--- src/rtl/bus_map_pkg.sv ---
`default_nettype none
// ============================================================================
// bus_map_pkg -- address map, state and target encodings for bus_decoder
// Rev 1.0
// ============================================================================
package bus_map_pkg;

  localparam logic [7:0] c_io_page   = 8'hFE;  // IO window 0xFE00-0xFEFF
  localparam logic [7:0] c_vga_base  = 8'h00;
  localparam logic [7:0] c_vga_size  = 8'd4;
  localparam logic [7:0] c_uart_base = 8'h10;
  localparam logic [7:0] c_uart_size = 8'd2;
  localparam logic [7:0] c_err_dat   = 8'hFF;

  typedef enum logic [1:0] {
    ST_IDLE   = 2'd0,
    ST_ACCESS = 2'd1,
    ST_DONE   = 2'd2
  } state_t;

  typedef enum logic [1:0] {
    TGT_RAM  = 2'd0,
    TGT_VGA  = 2'd1,
    TGT_UART = 2'd2,
    TGT_NONE = 2'd3
  } target_t;

endpackage
`default_nettype wire

--- src/rtl/bus_addr_decode.sv ---
`default_nettype none
// ============================================================================
// bus_addr_decode -- 16-bit address to target select and target-local address
// Rev 1.0
// ============================================================================
module bus_addr_decode
  import bus_map_pkg::*;
(
  input  logic [15:0] i_addr,
  output target_t     o_target,
  output logic [15:0] o_local_addr
);

  logic [7:0] w_vga_off;
  logic [7:0] w_uart_off;

  // Offsets wrap below the base, so a single unsigned compare bounds each window.
  assign w_vga_off  = i_addr[7:0] - c_vga_base;
  assign w_uart_off = i_addr[7:0] - c_uart_base;

  always_comb begin
    o_target     = TGT_RAM;
    o_local_addr = i_addr;
    if (i_addr[15:8] == c_io_page) begin
      if (w_vga_off < c_vga_size) begin
        o_target     = TGT_VGA;
        o_local_addr = {8'h00, w_vga_off};
      end else if (w_uart_off < c_uart_size) begin
        o_target     = TGT_UART;
        o_local_addr = {8'h00, w_uart_off};
      end else begin
        o_target     = TGT_NONE;
        o_local_addr = {8'h00, i_addr[7:0]};
      end
    end
  end

endmodule
`default_nettype wire

--- src/rtl/bus_decoder.sv ---
`default_nettype none
// ============================================================================
// bus_decoder -- single-access bus slave: decode, target handshake, ack/error
// Rev 1.0
// ============================================================================
module bus_decoder
  import bus_map_pkg::*;
#(
  parameter int RAM_WAIT = 0,
  parameter int TIMEOUT  = 15
) (
  input  logic        i_clk,
  input  logic        i_reset_n,
  input  logic [15:0] i_addr,
  input  logic [7:0]  i_dat,
  input  logic        i_cs,
  input  logic        i_we,
  output logic [7:0]  o_dat,
  output logic        o_ack,
  output logic        o_buserr,
  output logic [15:0] o_ram_addr,
  output logic [7:0]  o_ram_dat,
  input  logic [7:0]  i_ram_dat,
  output logic        o_ram_cs,
  output logic        o_ram_we,
  output logic [1:0]  o_vga_addr,
  output logic [7:0]  o_vga_dat,
  input  logic [7:0]  i_vga_dat,
  output logic        o_vga_cs,
  output logic        o_vga_we,
  output logic        o_uart_addr,
  output logic [7:0]  o_uart_dat,
  input  logic [7:0]  i_uart_dat,
  output logic        o_uart_cs,
  output logic        o_uart_we,
  input  logic        i_uart_ack
);

  localparam logic [7:0] c_ram_wait = 8'(RAM_WAIT);
  localparam logic [7:0] c_timeout  = 8'(TIMEOUT);

  target_t     w_dec_target;
  logic [15:0] w_dec_addr;

  state_t      r_state;
  target_t     r_req_tgt;
  logic [15:0] r_req_addr;
  logic [7:0]  r_req_dat;
  logic        r_req_we;
  logic [7:0]  r_cnt;
  logic        r_abort;
  logic [7:0]  r_dat;
  logic        r_ack;
  logic        r_buserr;
  logic        r_ram_cs;
  logic        r_ram_we;
  logic        r_vga_cs;
  logic        r_vga_we;
  logic        r_uart_cs;
  logic        r_uart_we;

  logic        w_finish;
  logic        w_err;
  logic [7:0]  w_rd_dat;
  logic        w_abort;

  bus_addr_decode u_decode (
    .i_addr       (i_addr),
    .o_target     (w_dec_target),
    .o_local_addr (w_dec_addr)
  );

  // Completion condition of the current access, evaluated only while in ACCESS.
  always_comb begin
    w_finish = 1'b0;
    w_err    = 1'b0;
    w_rd_dat = c_err_dat;
    case (r_req_tgt)
      TGT_RAM: begin
        w_finish = (r_cnt == 8'd0);
        w_rd_dat = i_ram_dat;
      end
      TGT_VGA: begin
        w_finish = 1'b1;
        w_rd_dat = i_vga_dat;
      end
      TGT_UART: begin
        if (i_uart_ack) begin
          w_finish = 1'b1;
          w_rd_dat = i_uart_dat;
        end else if (r_cnt == c_timeout) begin
          w_finish = 1'b1;
          w_err    = 1'b1;
        end
      end
      default: begin
        w_finish = 1'b1;
        w_err    = 1'b1;
      end
    endcase
  end

  assign w_abort = r_abort | ~i_cs;

  always_ff @(posedge i_clk or negedge i_reset_n) begin
    if (!i_reset_n) begin
      r_state    <= ST_IDLE;
      r_req_tgt  <= TGT_RAM;
      r_req_addr <= 16'h0000;
      r_req_dat  <= 8'h00;
      r_req_we   <= 1'b0;
      r_cnt      <= 8'd0;
      r_abort    <= 1'b0;
      r_dat      <= 8'h00;
      r_ack      <= 1'b0;
      r_buserr   <= 1'b0;
      r_ram_cs   <= 1'b0;
      r_ram_we   <= 1'b0;
      r_vga_cs   <= 1'b0;
      r_vga_we   <= 1'b0;
      r_uart_cs  <= 1'b0;
      r_uart_we  <= 1'b0;
    end else begin
      r_ack    <= 1'b0;
      r_buserr <= 1'b0;
      case (r_state)
        ST_IDLE: begin
          if (i_cs) begin
            r_state    <= ST_ACCESS;
            r_req_tgt  <= w_dec_target;
            r_req_addr <= w_dec_addr;
            r_req_dat  <= i_dat;
            r_req_we   <= i_we;
            r_abort    <= 1'b0;
            r_cnt      <= 8'd0;
            case (w_dec_target)
              TGT_RAM: begin
                r_ram_cs <= 1'b1;
                r_ram_we <= i_we;
                r_cnt    <= c_ram_wait;
              end
              TGT_VGA: begin
                r_vga_cs <= 1'b1;
                r_vga_we <= i_we;
              end
              TGT_UART: begin
                r_uart_cs <= 1'b1;
                r_uart_we <= i_we;
              end
              default: ;
            endcase
          end
        end
        ST_ACCESS: begin
          if (!i_cs) r_abort <= 1'b1;
          if (w_finish) begin
            r_state   <= ST_DONE;
            r_cnt     <= 8'd0;
            r_ram_cs  <= 1'b0;
            r_ram_we  <= 1'b0;
            r_vga_cs  <= 1'b0;
            r_vga_we  <= 1'b0;
            r_uart_cs <= 1'b0;
            r_uart_we <= 1'b0;
            r_ack     <= ~w_abort;
            r_buserr  <= ~w_abort & w_err;
            if (!w_abort && !r_req_we) r_dat <= w_rd_dat;
          end else if (r_req_tgt == TGT_UART) begin
            r_cnt <= r_cnt + 8'd1;
          end else begin
            r_cnt <= r_cnt - 8'd1;
          end
        end
        ST_DONE: r_state <= ST_IDLE;
        default: r_state <= ST_IDLE;
      endcase
    end
  end

  assign o_dat       = r_dat;
  assign o_ack       = r_ack;
  assign o_buserr    = r_buserr;
  assign o_ram_addr  = r_req_addr;
  assign o_ram_dat   = r_req_dat;
  assign o_ram_cs    = r_ram_cs;
  assign o_ram_we    = r_ram_we;
  assign o_vga_addr  = r_req_addr[1:0];
  assign o_vga_dat   = r_req_dat;
  assign o_vga_cs    = r_vga_cs;
  assign o_vga_we    = r_vga_we;
  assign o_uart_addr = r_req_addr[0];
  assign o_uart_dat  = r_req_dat;
  assign o_uart_cs   = r_uart_cs;
  assign o_uart_we   = r_uart_we;

endmodule
`default_nettype wire

--- config.mk ---
export PLATFORM = sky130hd
export DESIGN_NAME = bus_decoder
export DESIGN_NICKNAME = d
export VERILOG_FILES = /design/src/rtl/bus_map_pkg.sv /design/src/rtl/bus_addr_decode.sv /design/src/rtl/bus_decoder.sv
export SDC_FILE = /design/constraint.sdc
export NUM_CORES = 1
export LEC_CHECK = 0
export BUFFER_PORTS_ARGS = -buffer_cell sky130_fd_sc_hd__buf_2
export CAP_MARGIN = 30
export CORE_MARGIN = 2
export CORE_UTILIZATION = 35
export DETAILED_ROUTE_END_ITERATION = 7
export PLACE_DENSITY = 0.68
export SYNTH_ARGS = -nofsm -noshare
export SYNTH_HDL_FRONTEND = slang
export SYNTH_SLANG_ARGS = --single-unit
--- constraint.sdc ---
create_clock -name i_clk -period 5.26 [get_ports i_clk]
set_input_delay 0.263 -clock i_clk [delete_from_list [all_inputs] [get_ports i_clk]]
set_output_delay 0.263 -clock i_clk [all_outputs]
set_load 0.01 [all_outputs]
# Yosys cells after proc, flatten, opt, wreduce, memory -nomap -nowiden
# Cells that the tools add are included.
# W data, S select, Z words.
# word_totals
register_bits,54
latchBits,0
ramBits,0
rom_bits,0
wordCells,101
n_memories,0
# classes
addsub,3
n_mul,0
n_div,0
order_cmp,2
eq_ne,13
shifts,0
muxes,46
bitwise,4
reduce_logical,17
# op_table
op,count
$mux W8,5
$mux W16,2
$pmux W8 S3,1
$mux W1,23
$pmux W1 S2,9
$pmux W8 S2,1
$reduce_and A4 Y1,3
$add A8 B1 Y8 const B,1
$eq A8 B4 Y1 const B,1
$eq A8 B8 Y1 const B,1
$logic_not A8 Y1,1
$lt A8 B2 Y1 const B,1
$lt A8 B3 Y1 const B,1
$mux W2,4
$sub A8 B1 Y8 const B,1
$sub A8 B5 Y8 const B,1
$eq A2 B1 Y1 const B,3
$logic_not A2 Y1,3
$ne A2 B1 Y1 const B,3
$ne A2 B2 Y1 const B,3
$reduce_and A2 Y1,3
$reduce_and A3 Y1,2
$eq A2 B2 Y1 const B,2
$pmux W2 S2,1
other kinds (7),9

# Longest topological paths before layout
# Gate-level depths: netlist of run 1.
# logic_depth
word_depth,9
ltp_mapped,8
mapped_depth_nobuf,8

# By module
# From an unflattened synthesis of run 1, not the netlist that was laid out.
# hier_totals
cells_unflattened,286
area_unflattened_um2,3083.0
# modules_own_cells
module,n_inst,cells_per_inst,area_each_um2
bus_decoder,1,251,2788.9
bus_addr_decode,1,35,294.0

# Worst setup path after synthesis of run 1
# Ideal clock, no wire load.
# synth_path
path_kind,reg-to-reg
startpoint,reg r_cnt[5]
endpoint,"reg r_dat[0], in the netlist o_dat[0]"
arrival_time_ps,2110
required_ps,5135
setup_slack_ps,3025
path_stages_with_launch,6
n_path_buf,0
synth_period_minus_slack_ps,2235
cell_sequence,dfrtp_1 -> or4_1 -> a22oi_4 -> nand3_4 -> nor4b_4 -> mux2_2
# synth_between
elab_chain_cells,5
elab_cells_between_ends,6
classes_between,1 x eq/ne; 3 x mux; 2 x reduce/logical
# synth_lines
item,line_no,text
from (decl),bus_decoder.sv:50,logic [7:0] r_cnt;
from (signal assigned),bus_decoder.sv:140,r_cnt <= c_ram_wait;
from (signal assigned),bus_decoder.sv:169,r_cnt <= r_cnt + 8'd1;
from (signal assigned),bus_decoder.sv:171,r_cnt <= r_cnt - 8'd1;
$eq A8 B4 Y1,bus_decoder.sv:91,end else if (r_cnt == c_timeout) begin
$mux W1,bus_decoder.sv:91,
$mux W1,bus_decoder.sv:88,if (i_uart_ack) begin
$pmux W1 S2 (*),bus_decoder.sv:78,case (r_req_tgt)
$reduce_and A3 Y1 (no source line) (*),n/a,
to (signal assigned),bus_decoder.sv:167,if (!w_abort && !r_req_we) r_dat <= w_rd_dat;
to (decl),bus_decoder.sv:52,logic [7:0] r_dat;
# Mark *: on every way between the ends. The rest lies on a longest branch, timed or not.
# A chain may end at the register's enable or synchronous reset.

# Worst setup path in the final report of run 1
# layout_path
startpoint,reg r_req_tgt[1]
endpoint,reg r_cnt[7]
# layout_between
elab_chain_cells,4
elab_cells_between_ends,6
classes_between,1 x eq/ne; 4 x mux; 1 x reduce/logical
# layout_lines
item,line_no,text
from (decl),bus_decoder.sv:46,target_t r_req_tgt;
from (signal assigned),bus_decoder.sv:130,r_req_tgt <= w_dec_target;
$eq A2 B2 Y1 / $logic_not A2 Y1 (equally long branches),"bus_decoder.sv:78, bus_decoder.sv:168",
$pmux W1 S2 / $mux W8 (equally long branches),"bus_decoder.sv:78, bus_decoder.sv:168",
$mux W8 (*),bus_decoder.sv:156,if (w_finish) begin
$pmux W8 S2 (*),bus_decoder.sv:126,case (r_state)
# Marks and branches as above.

==> summary.json, run 1 <==
{
  "timing": {
    "final-setup-viol-count": 0,
    "finalCriticalPeriod_ps": 2773,
    "tightestPinTransition_ps": 677.3,
    "fmaxAchievable_mhz": 360.6,
    "grt_setup_unrepaired": "false",
    "fin_skew_ps": 5.462,
    "worst_slew_margin_rel_pct": 54.85,
    "slew_viol_final": 0,
    "fin_crit_sh_pct": 52.73,
    "finalHoldViolCount": 0,
    "final.setup.tns_ps": 0
  },
  "final_layout": {
    "layout-area-overhead-vs-synth_pct": 22.15,
    "layout-drive-gt1-share_pct": 36.46,
    "fillCellCount": 816,
    "n_antenna_cell": 0,
    "num-nets-final": 447,
    "finalInstanceArea_sq_um": 3505
  },
  "critical_path": {
    "cp_data_required_time_ps": 5460,
    "crit_path_max_incr_delay_ps": 750,
    "path_class": "flop to flop",
    "worst_r2r_endpoint": "r_cnt[7]",
    "worst_r2r_start": "r_req_tgt[1]",
    "cp-startpoint": "r_req_tgt[1]",
    "start_kind": "flop",
    "crit_buf_inv": 0,
    "regToRegSetupSlack_ps": 2490,
    "crit_slowest_cell": "sky130_fd_sc_hd__dfrtp_1",
    "r2r_cells": 7,
    "critical_path.top_delay_family": "compound AO/OA/AOI/OAI gates",
    "cp_cell_sequence": "nand2b_1, ha_1, a211oi_1, o21ai_0, or3_1, a41o_1, a21o_1",
    "critical_path.endpoint_type": "flop",
    "critical_path.max_fanout": 22,
    "worstPathArrival_ps": 2970
  },
  "placed_design": {
    "detailed_place_hpwl_mm": 5.090,
    "dpl_cell_area_sq_um": 3395,
    "port_buffers": 111,
    "place_congestion": 0.7871
  },
  "run": {
    "drv_cap": 0
  },
  "detailed_routing": {
    "drt-wirelength-per-cell_um": 13.74,
    "drtPass1Iterations": 4,
    "detail-route-antenna-nets": 0,
    "wl_mm": 6.718,
    "drc": 0,
    "first_iter_violations": 131,
    "drt-vias-per-instance": 4.859,
    "routed-via-count": 2376
  },
  "floorplan": {
    "placementRows": 33,
    "floorplan.initialDensity_pct": 35.45,
    "die_width_um": 94.54,
    "pin_count": 112,
    "core_area_sq_um": 8093,
    "die_area_sq_um": 8938,
    "die_height_um": 94.54
  },
  "cts": {
    "numClockSinks": 54,
    "tritoncts": "done",
    "post_cts_resize_count": 0,
    "cts_hold_repair.buffers": 0,
    "cts_max_path_buffers": 2,
    "clk_latency_ps": 300,
    "post-cts-setup-buffers": 0,
    "cts.root.buffer_cell": "sky130_fd_sc_hd__clkbuf_8",
    "cts_htree_levels": 2,
    "numCtsBuffers": 5,
    "clk_pin_slew_ps": 100
  },
  "status": {
    "outcome": "finished clean"
  },
  "global_route": {
    "initial_antenna_violation_count": 0,
    "grt_start_max_net_pins": 55,
    "gr-usage-all-layers_pct": 14.45,
    "grt_overflow": 0,
    "grt_first_pass_wirelength_mm": 10.36,
    "number_of_global_route_vias_before_repair": 2219
  },
  "logic_synthesis": {
    "synth_enable_flop_cells": 0,
    "mappedNetlistNets": 355,
    "ys_ff_latch": 54,
    "netlist.area_leader.share_pct": 47.10,
    "synth-seq-area-share_pct": 47.10,
    "share_of_flip_flops_with_an_asynchronous_set_or_reset_after_synthesis_pct": 100.0,
    "synth.most_common_cell": "sky130_fd_sc_hd__nand2_1",
    "yosys-top-cells-area": "sky130_fd_sc_hd__dfrtp_1 (47%), sky130_fd_sc_hd__nand2_1 (7.8%), sky130_fd_sc_hd__o21ai_0 (5.1%), sky130_fd_sc_hd__buf_4 (5.0%), sky130_fd_sc_hd__mux2_2 (4.7%)",
    "synth_top_area_cell": "sky130_fd_sc_hd__dfrtp_1",
    "post_syn_instances": 291,
    "ys_top_cells_by_count": "sky130_fd_sc_hd__nand2_1 (60), sky130_fd_sc_hd__dfrtp_1 (54), sky130_fd_sc_hd__o21ai_0 (29)",
    "synthesis_warning_total": 0,
    "post_syn_area_sq_um": 2869,
    "unique_cell_type_count_in_the_yosys_netlist": 47,
    "syn_area_per_cell_sq_um": 9.859,
    "postSynth.topFlopCell": "sky130_fd_sc_hd__dfrtp_1"
  },
  "power_and_ir_drop": {
    "power.ir.vdd_worst_uv": 157.5,
    "total_leakage_power_uw": 0.001777,
    "power.total_uw": 1802,
    "power_density_nw_per_um2": 514.0
  },
  "hold_path": {
    "min-delay-path-class": "primary input to async pin"
  }
}
-- state kept, by name (all words and copies together), names as in the netlist --
register    count
o_ack           1
o_buserr        1
o_dat           8
o_ram_addr     16
o_ram_cs        1
o_ram_dat       8
o_ram_we        1
o_uart_cs       1
o_uart_we       1
o_vga_cs        1
o_vga_we        1
r_abort         1
r_cnt           8
r_req_tgt       2
r_req_we        1
r_state         2
-- routing by layer --
metal	vias to the layer above	global-route usage (%)	wire length, um	share of wire [%]
li1	1188	-	-	-
met1	1113	18.93	2944	44
met2	64	24.40	3278	49
met3	11	2.713	380	5.7
met4	0	4.227	115	1.7
met5	-	0	0	0
-- how the worst max path moves through the flow --
| stage | endpoint | slack (ps) | cells past startpoint |
|---|---|---|---|
| finish | r_cnt[7] | 2490 | 7 |
| global route | r_cnt[7] | 2310 | 7 |
| CTS | r_cnt[7] | 2490 | 7 |
| detailed placement | r_cnt[7] | 2510 | 7 |
| global placement | r_cnt[7] | 2610 | 7 |
| floorplan | o_dat[0] | 3030 | 5 |
-- layout make-up --
| cell class | count | area [sq um] | share of cell area [%] |
|---|---|---|---|
| multi-input cells | 203 | 1319 | 37.63 |
| repair buffers | 113 | 570.5 | 16.28 |
| inverters | 6 | 22.52 | 0.6426 |
| clock buffers | 6 | 72.57 | 2.071 |
| well taps | 105 | 131.4 | 3.749 |
| clock inverters | 2 | 37.54 | 1.071 |
| flip-flops and latches | 54 | 1351 | 38.56 |
-- power by group --
group / switching, uW / internal (uW) / total (uW) / leakage [uW]
registers: 126 / 589 / 714 / 0.000671
clock network: 134 / 142 / 276 / 0.0000514
logic: 433 / 378 / 811 / 0.00105
total: 693 / 1110 / 1800 / 0.00178
-- placed cells by master (no fill, tap or decap), types with 2 or more instances in the layout --
master                     netlist  final
sky130_fd_sc_hd__o22ai_1         8      8
sky130_fd_sc_hd__a21o_1          2      2
sky130_fd_sc_hd__nor3_1          3      3
sky130_fd_sc_hd__a21o_2          2      2
sky130_fd_sc_hd__inv_1           6      6
sky130_fd_sc_hd__a21oi_1        10     10
sky130_fd_sc_hd__o21a_1          4      4
sky130_fd_sc_hd__nand2_1        60     60
sky130_fd_sc_hd__o21ai_0        29     29
sky130_fd_sc_hd__buf_2           0    111
sky130_fd_sc_hd__buf_4          19      2
sky130_fd_sc_hd__a22o_1          8      8
sky130_fd_sc_hd__ha_1           10     10
sky130_fd_sc_hd__or4_1           2      2
sky130_fd_sc_hd__nand4_1         3      3
sky130_fd_sc_hd__a41o_1          2      2
sky130_fd_sc_hd__nor2_1         11     11
sky130_fd_sc_hd__o31ai_1         3      3
sky130_fd_sc_hd__dfrtp_1        54     54
sky130_fd_sc_hd__xnor2_1         4      4
sky130_fd_sc_hd__clkbuf_8        0      5
sky130_fd_sc_hd__mux2_2         12     12
sky130_fd_sc_hd__nand2b_1        6      6
-- cells by family (layout without fill, tap and decap cells) --
| logic type | count (synthesis) | after routing | share of synthesized area (%) |
|---|---|---|---|
| multiplexers | 13 | 13 | 5.059 |
| flip-flops | 54 | 54 | 47.10 |
| AO/OA/AOI/OAI | 76 | 76 | 17.53 |
| AND/OR/NAND/NOR | 98 | 98 | 16.79 |
| adder cells (fa/ha/maj) | 11 | 11 | 5.059 |
| buffers and inverters | 34 | 127 | 6.934 |
| XOR/XNOR | 5 | 5 | 1.526 |
-- metrics by stage --
stage / utilization [%] / hold slack (ps) / cells / setup slack, ps
after floorplan: - / -32.59 / 291 / 3025
after global placement: 41.95 / 430.3 / 481 / 2606
after detailed placement: 41.95 / 428.8 / 481 / 2506
after CTS: 43.31 / 97.83 / 489 / 2490
after global routing: 43.31 / 112.1 / 489 / 2312
final: 43.31 / 66.42 / 489 / 2487
Note: power is estimated with default switching activity, not from simulation.
==> inputs of run 2 (changes only) <==
--- a/config.mk
+++ b/config.mk
@@ -5,12 +5,13 @@
 export SDC_FILE = /design/constraint.sdc
 export NUM_CORES = 1
 export LEC_CHECK = 0
+export ABC_AREA = 1
 export BUFFER_PORTS_ARGS = -buffer_cell sky130_fd_sc_hd__buf_2
 export CAP_MARGIN = 30
 export CORE_MARGIN = 2
 export CORE_UTILIZATION = 35
 export DETAILED_ROUTE_END_ITERATION = 7
-export PLACE_DENSITY = 0.68
+export PLACE_DENSITY = 0.69
 export SYNTH_ARGS = -nofsm -noshare
 export SYNTH_HDL_FRONTEND = slang
 export SYNTH_SLANG_ARGS = --single-unit
==> constraint.sdc (replaced) <==
create_clock -name i_clk -period 2.5 [get_ports i_clk]
set_input_delay 0.125 -clock i_clk [delete_from_list [all_inputs] [get_ports i_clk]]
set_output_delay 0.125 -clock i_clk [all_outputs]
set_load 0.01 [all_outputs]
==> run 2 against run 1 <==
  * Largest power group unchanged
  * Critical endpoint is now r_cnt[5]
  * Die area increased by 5.5%
  * Hold slack got worse by 57 ps
  * Setup slack got worse by 2100 ps
==> summary.json, run 2 <==
{
  "status": {
    "outcome": "finished clean"
  },
  "power_and_ir_drop": {
    "power_share_of_the_combinational_group_pct": 48.2,
    "total_leakage_power_uw": 0.002087,
    "power.ir.vdd_worst_uv": 486.0,
    "internal_power_uw": 2342,
    "switchingPower_uw": 1728,
    "power_density_nw_per_um2": 1083,
    "sequentialPowerShare_pct": 36.8,
    "power_frac_clock_pct": 15.0,
    "power.total_uw": 4070,
    "switching_share_pct": 42.46
  },
  "logic_synthesis": {
    "mappedNetlistNets": 447,
    "syn_area_per_cell_sq_um": 7.925,
    "postSynth.topFlopCell": "sky130_fd_sc_hd__dfrtp_1",
    "ys_top_cells_by_count": "sky130_fd_sc_hd__nand2_1 (116), sky130_fd_sc_hd__dfrtp_1 (54), sky130_fd_sc_hd__inv_1 (41)",
    "share_of_flip_flops_with_an_asynchronous_set_or_reset_after_synthesis_pct": 100.0,
    "synth_top_family_by_area": "simple AND/OR/NAND/NOR gates",
    "synth.mux.area_fraction_pct": 0,
    "synthesis_warning_total": 0,
    "compound_gate_portion_of_the_synthesized_area_pct": 12.98,
    "post_syn_instances": 383,
    "netlist.area_leader.share_pct": 44.52,
    "synth_top_area_cell": "sky130_fd_sc_hd__dfrtp_1",
    "synth_enable_flop_cells": 0,
    "synthXorXnorAreaFrac_pct": 1.731,
    "synth_simple_gate_area_share_pct": 24.44,
    "synth-seq-area-share_pct": 44.52,
    "synth.most_common_cell": "sky130_fd_sc_hd__nand2_1",
    "yosys-top-cells-area": "sky130_fd_sc_hd__dfrtp_1 (45%), sky130_fd_sc_hd__nand2_1 (14%), sky130_fd_sc_hd__o21ai_0 (5.4%), sky130_fd_sc_hd__inv_1 (5.1%), sky130_fd_sc_hd__buf_4 (4.9%)",
    "adder_cell_area_share_of_the_yosys_netlist_pct": 4.782,
    "unique_cell_type_count_in_the_yosys_netlist": 29,
    "post_syn_area_sq_um": 3035,
    "ys_ff_latch": 54
  },
  "cts": {
    "cts_max_path_buffers": 2,
    "post_cts_resize_count": 0,
    "numClockSinks": 54,
    "clk_latency_ps": 310,
    "cts_htree_levels": 2,
    "cts_hold_repair.buffers": 6,
    "cts.root.buffer_cell": "sky130_fd_sc_hd__clkbuf_8",
    "clk_pin_slew_ps": 100,
    "tritoncts": "done",
    "numCtsBuffers": 5,
    "post-cts-setup-buffers": 0
  },
  "detailed_routing": {
    "dr.max_layer_used": "met4",
    "first_iter_violations": 124,
    "routed-via-count": 2790,
    "route.met2.wl_mm": 3.488,
    "wl_mm": 7.378,
    "drt-vias-per-instance": 4.729,
    "drt-met1-wl_mm": 3.367,
    "drt-wirelength-per-cell_um": 12.51,
    "detail-route-antenna-nets": 0,
    "dr_wl_met3_um": 471,
    "drtPass1Iterations": 4,
    "drc": 0
  },
  "final_layout": {
    "layout-drive-gt1-share_pct": 29.28,
    "num-nets-final": 548,
    "finalInstanceArea_sq_um": 3760,
    "layout_commonest_cell": "sky130_fd_sc_hd__nand2_1",
    "n_antenna_cell": 0,
    "layout.cells.most_common_list": "sky130_fd_sc_hd__nand2_1 (116), sky130_fd_sc_hd__buf_2 (111), sky130_fd_sc_hd__dfrtp_1 (54), sky130_fd_sc_hd__inv_1 (41), sky130_fd_sc_hd__o21ai_0 (33)",
    "layout-area-overhead-vs-synth_pct": 23.87,
    "largest_reg_flops": 16
  },
  "global_route": {
    "number_of_global_route_vias_before_repair": 2691,
    "grt_first_pass_wirelength_mm": 12.35,
    "initial_antenna_violation_count": 0,
    "gr-usage-all-layers_pct": 15.49,
    "grt_start_max_net_pins": 36,
    "grt_overflow": 0
  },
  "critical_path": {
    "worst_r2r_endpoint": "r_cnt[5]",
    "start_kind": "flop",
    "regToRegSetupSlack_ps": 400,
    "cpMostUsedCell": "sky130_fd_sc_hd__nand2_1",
    "crit_slowest_cell": "sky130_fd_sc_hd__dfrtp_1",
    "critical_path.endpoint_type": "flop",
    "cp_data_required_time_ps": 2700,
    "worstPathArrival_ps": 2300,
    "cp_cell_sequence": "nand2_1, ha_1, nand2_1, nand2_1, a21oi_1, nand2_1, nor2_1, nor2_1, nand2_1, o21ai_0",
    "critical_path.max_fanout": 13,
    "r2r_cells": 10,
    "worst_r2r_start": "r_req_tgt[1]",
    "path_class": "flop to flop",
    "crit_path_max_incr_delay_ps": 570,
    "cp-startpoint": "r_req_tgt[1]"
  },
  "timing": {
    "finalHoldViolCount": 0,
    "tightestPinTransition_ps": 609.8,
    "final.setup.tns_ps": 0,
    "final.hold.worst_slack_ps": 9.135,
    "finalCriticalPeriod_ps": 2102,
    "grt_setup_unrepaired": "false",
    "worst_slew_margin_rel_pct": 59.35,
    "final-setup-viol-count": 0,
    "slew_viol_final": 0,
    "fmaxAchievable_mhz": 475.8,
    "fin_crit_sh_pct": 84.07,
    "fin_skew_ps": 8.682
  },
  "floorplan": {
    "die_height_um": 97.13,
    "pin_count": 112,
    "floorplan.initialDensity_pct": 36.57,
    "die_width_um": 97.13,
    "die_area_sq_um": 9433,
    "placementRows": 33,
    "core_area_sq_um": 8299
  },
  "placed_design": {
    "detailed_place_hpwl_mm": 5.503,
    "dpl_cell_area_sq_um": 3583,
    "place_congestion": 0.8746,
    "port_buffers": 111
  },
  "hold_path": {
    "min-delay-path-class": "primary input to flop",
    "hold-path-cell-count": 3,
    "worstHoldStart": "i_dat[5]",
    "min_to": "o_ram_dat[5]"
  },
  "run": {
    "drv_cap": 0
  }
}
run 2: cell types whose count changed in the layout (fill, tap and decap cells not counted), sizes merged, moves of 6 or more:
cell / previous run / this run
nand2: 60 / 121
inv: 6 / 44
nand3: 2 / 22
mux2: 12 / 0
o21ai: 29 / 41
nor2: 11 / 22
a22o: 8 / 0
a211oi: 1 / 8
dlygate4sd3: 0 / 6
nand2b: 6 / 0
run 2: area by class of cell:
cell class,instances,area (sq um)
flip-flops and latches,54,1351
inverters,43,161.4
multi-input cells,258,1334
repair buffers,122,665.6
well taps,105,131.4
clock buffers,5,68.82
fillers,809,4539
clock inverters,3,47.55
run 2: critical path: cells and delay by family (launching register included):
family,cells,cell delay (ps)
AO/OA/AOI/OAI,2,190
adder cells (fa/ha/maj),1,440
AND/OR/NAND/NOR,7,790
flip-flops,1,570
run 2: power groups by stage:
stage,Clock [uW],Combinational [uW],Sequential (uW)
final,612,1960,1500
after global placement,0,1910,1500
after global routing,671,2200,1540
after CTS,635,1980,1500
after detailed placement,0,1960,1510
after floorplan,0,1300,1620
run 2: kinds of logic after synthesis:
kind of cell / Yosys count
XOR/XNOR: 6
buffers and inverters: 71
AO/OA/AOI/OAI: 66
AND/OR/NAND/NOR: 175
flip-flops: 54
adder cells (fa/ha/maj): 11
run 2: per-stage QoR:
| stage | instances | worst slack [ps] | util [%] |
|---|---|---|---|
| global placement | 576 | 538.4 | 43.18 |
| detailed placement | 576 | 439.9 | 43.18 |
| finish | 590 | 398.3 | 45.30 |
| global route | 590 | 168.3 | 45.30 |
| floorplan | 383 | 616.1 | - |
| CTS | 590 | 380.6 | 45.30 |
run 2: worst max-delay path by stage:
stage | end | slack [ps] | depth (start not counted)
detailed placement | r_cnt[4] | 440 | 8
global route | r_cnt[7] | 170 | 7
CTS | r_cnt[4] | 380 | 8
global placement | r_cnt[4] | 540 | 8
finish | r_cnt[5] | 400 | 10
floorplan | r_cnt[4] | 620 | 9
run 2: routing by layer:
metal,global-route usage [%],vias up
met4,3.142,0
met2,26.60,91
met3,3.309,7
li1,-,1417
met5,0,-
met1,20.21,1275
==> inputs of run 3 (changes only) <==
--- a/config.mk
+++ b/config.mk
@@ -11,7 +11,7 @@
 export CORE_MARGIN = 2
 export CORE_UTILIZATION = 35
 export DETAILED_ROUTE_END_ITERATION = 7
-export PLACE_DENSITY = 0.69
+export PLACE_DENSITY = 0.67
 export SYNTH_ARGS = -nofsm -noshare
 export SYNTH_HDL_FRONTEND = slang
 export SYNTH_SLANG_ARGS = --single-unit
==> constraint.sdc (replaced) <==
create_clock -name i_clk -period 2.2 [get_ports i_clk]
set_input_delay 0.11 -clock i_clk [delete_from_list [all_inputs] [get_ports i_clk]]
set_output_delay 0.11 -clock i_clk [all_outputs]
set_load 0.01 [all_outputs]
==> run 3 against run 2 <==
  * Non-clock buffer count up 8
  * Cell count is 1.4% higher
  * Sequential share of layout area is 0.41 points lower
  * Via count grew 0.86%
  * Largest cell class unchanged
==> summary.json, run 3 (synthesized netlist as in run 2, its figures left out) <==
{
  "cts": {
    "clk_latency_ps": 320,
    "numCtsBuffers": 5,
    "post-cts-setup-buffers": 0,
    "clk_pin_slew_ps": 110,
    "numClockSinks": 54,
    "cts_max_path_buffers": 2,
    "tritoncts": "done",
    "cts.root.buffer_cell": "sky130_fd_sc_hd__clkbuf_8",
    "cts_htree_levels": 2
  },
  "critical_path": {
    "worst_r2r_start": "r_req_tgt[0]",
    "r2r_cells": 9,
    "crit_buf_inv": 3,
    "critical_path.top_delay_family": "flip-flops",
    "worst_r2r_endpoint": "r_cnt[4]",
    "cp-startpoint": "r_req_tgt[0]",
    "cp_data_required_time_ps": 2370,
    "crit_slowest_cell": "sky130_fd_sc_hd__dfrtp_1",
    "cpMostUsedCell": "sky130_fd_sc_hd__inv_1",
    "critical_path.endpoint_type": "flop",
    "cp_cell_sequence": "inv_1, nand2_2, inv_1, fa_1, inv_1, a21oi_1, o21ai_0, xor2_1, o22ai_1",
    "critical_path.max_fanout": 8,
    "path_class": "flop to flop",
    "worstPathArrival_ps": 2120,
    "timing.critical_path.depth": 9,
    "start_kind": "flop",
    "regToRegSetupSlack_ps": 260,
    "endpoint": "r_cnt[4]",
    "crit_path_max_incr_delay_ps": 450
  },
  "floorplan": {
    "placementRows": 33,
    "die_area_sq_um": 9433,
    "die_height_um": 97.13,
    "die_width_um": 97.13,
    "floorplan.initialDensity_pct": 36.57,
    "pin_count": 112,
    "core_area_sq_um": 8299
  },
  "power_and_ir_drop": {
    "switchingPower_uw": 1962,
    "power_density_nw_per_um2": 1187,
    "power_frac_clock_pct": 12.9,
    "power_share_of_the_combinational_group_pct": 49.3,
    "power.ir.vdd_worst_uv": 601.3,
    "switching_share_pct": 43.45,
    "sequentialPowerShare_pct": 37.8,
    "total_leakage_power_uw": 0.002107,
    "internal_power_uw": 2553
  },
  "timing": {
    "fin_skew_ps": 12.00,
    "finalHoldViolCount": 0,
    "fmaxAchievable_mhz": 514.2,
    "tightestPinTransition_ps": 697.7,
    "worst_slew_margin_rel_pct": 53.49,
    "finalCriticalPeriod_ps": 1945,
    "fin_crit_sh_pct": 88.39,
    "grt_setup_unrepaired": "false",
    "final.setup.tns_ps": 0,
    "slew_viol_final": 0,
    "final-setup-viol-count": 0
  },
  "global_route": {
    "initial_antenna_violation_count": 0,
    "grt_first_pass_wirelength_mm": 13.19,
    "number_of_global_route_vias_before_repair": 2899,
    "gr-usage-all-layers_pct": 16.55,
    "grt_start_max_net_pins": 55,
    "grt_overflow": 0
  },
  "hold_path": {
    "min-delay-path-class": "primary input to flop"
  },
  "final_layout": {
    "num-nets-final": 556,
    "multiInputGateArea_sq_um": 1336,
    "layout.cells.most_common_list": "sky130_fd_sc_hd__nand2_1 (115), sky130_fd_sc_hd__buf_2 (111), sky130_fd_sc_hd__dfrtp_1 (54), sky130_fd_sc_hd__inv_1 (41), sky130_fd_sc_hd__o21ai_0 (33)",
    "largest_reg_flops": 16,
    "layout_commonest_cell": "sky130_fd_sc_hd__nand2_1",
    "sequential_cell_area_sq_um": 1351,
    "final_core_utilization_pct": 45.83,
    "layout-area-overhead-vs-synth_pct": 25.31,
    "layout-drive-gt1-share_pct": 29.41,
    "n_antenna_cell": 0,
    "fillCellCount": 815
  },
  "detailed_routing": {
    "wl_mm": 7.434,
    "drc": 0,
    "first_iter_violations": 237,
    "detail-route-antenna-nets": 0,
    "drt-vias-per-instance": 4.706,
    "drtPass1Iterations": 4,
    "drt-wirelength-per-cell_um": 12.43,
    "routed-via-count": 2814
  },
  "run": {
    "drv_cap": 0
  },
  "status": {
    "outcome": "finished clean"
  },
  "placed_design": {
    "detailed_place_hpwl_mm": 5.462,
    "port_buffers": 111,
    "place_congestion": 0.8419
  }
}
==> run 3: changes by cell type in the layout (fill, tap and decap cells not counted), sizes merged <==
cell | previous run | this run
dlygate4sd3 | 6 | 12
clkinv | 1 | 4
bufinv | 1 | 0
inv | 44 | 42
buf | 116 | 118
==> run 3: worst min-delay path by stage <==
stage | from | endpoint | slack, ps | cells past startpoint
floorplan | i_reset_n | o_ack | -190 | 0
global placement | i_reset_n | o_dat[0] | 290 | 2
detailed placement | i_reset_n | o_dat[0] | 300 | 2
CTS | i_addr[13] | o_ram_addr[13] | 30 | 3
global route | i_addr[13] | o_ram_addr[13] | 40 | 3
finish | i_addr[11] | o_ram_addr[11] | 50 | 3
==> run 3: layout make-up <==
class,count,area share [%]
multi-input combinational,258,35.13
inverter,43,4.243
tap,105,3.454
sequential,54,35.53
clock inverter,3,0.6908
clock buffer,5,1.809
timing repair buffer,130,19.14
==> run 3: per-layer routing <==
layer  vias up  wire length, um  track usage, %
li1       1432                -               -
met1      1261             3405           21.80
met2       110             3412           27.78
met3        11              507           3.525
met4         0              110           4.225
met5         -                0               0
==> run 3: worst min-delay path, cell delays in order <==
cell	delay, ps
sky130_fd_sc_hd__buf_2	100
sky130_fd_sc_hd__nand2_1	50
sky130_fd_sc_hd__o21ai_0	70
==> run 3: repair_timing <==
| action | in CTS | in global routing |
|---|---|---|
| hold buffers | 12 | 0 |
| endpoints found under the hold margin | 65 | 0 |
| setup endpoints to repair | 0 | 1 |
| resized for setup | 0 | 1 |
==> run 3: power by group through the flow <==
stage / combinational (uW) / sequential [uW] / clock, uW
2_1_floorplan: 1470 / 1840 / 0
3_3_place_gp: 2180 / 1710 / 0
3_5_place_dp: 2230 / 1710 / 0
4_1_cts: 2250 / 1700 / 615
5_1_grt: 2540 / 1770 / 649
6_report: 2230 / 1710 / 583
==> run 3: metrics by stage <==
stage	setup slack, ps	instances	hold WS, ps	power, uW	instance area, sq um
global route	46.75	598	39.49	4961	3804
floorplan	316.1	383	-185.6	3318	3035
finish	255.4	598	45.90	4515	3804
CTS	151.3	598	29.90	4568	3801
detailed placement	164.0	578	296.4	3939	3586
global placement	294.0	578	289.2	3890	3586
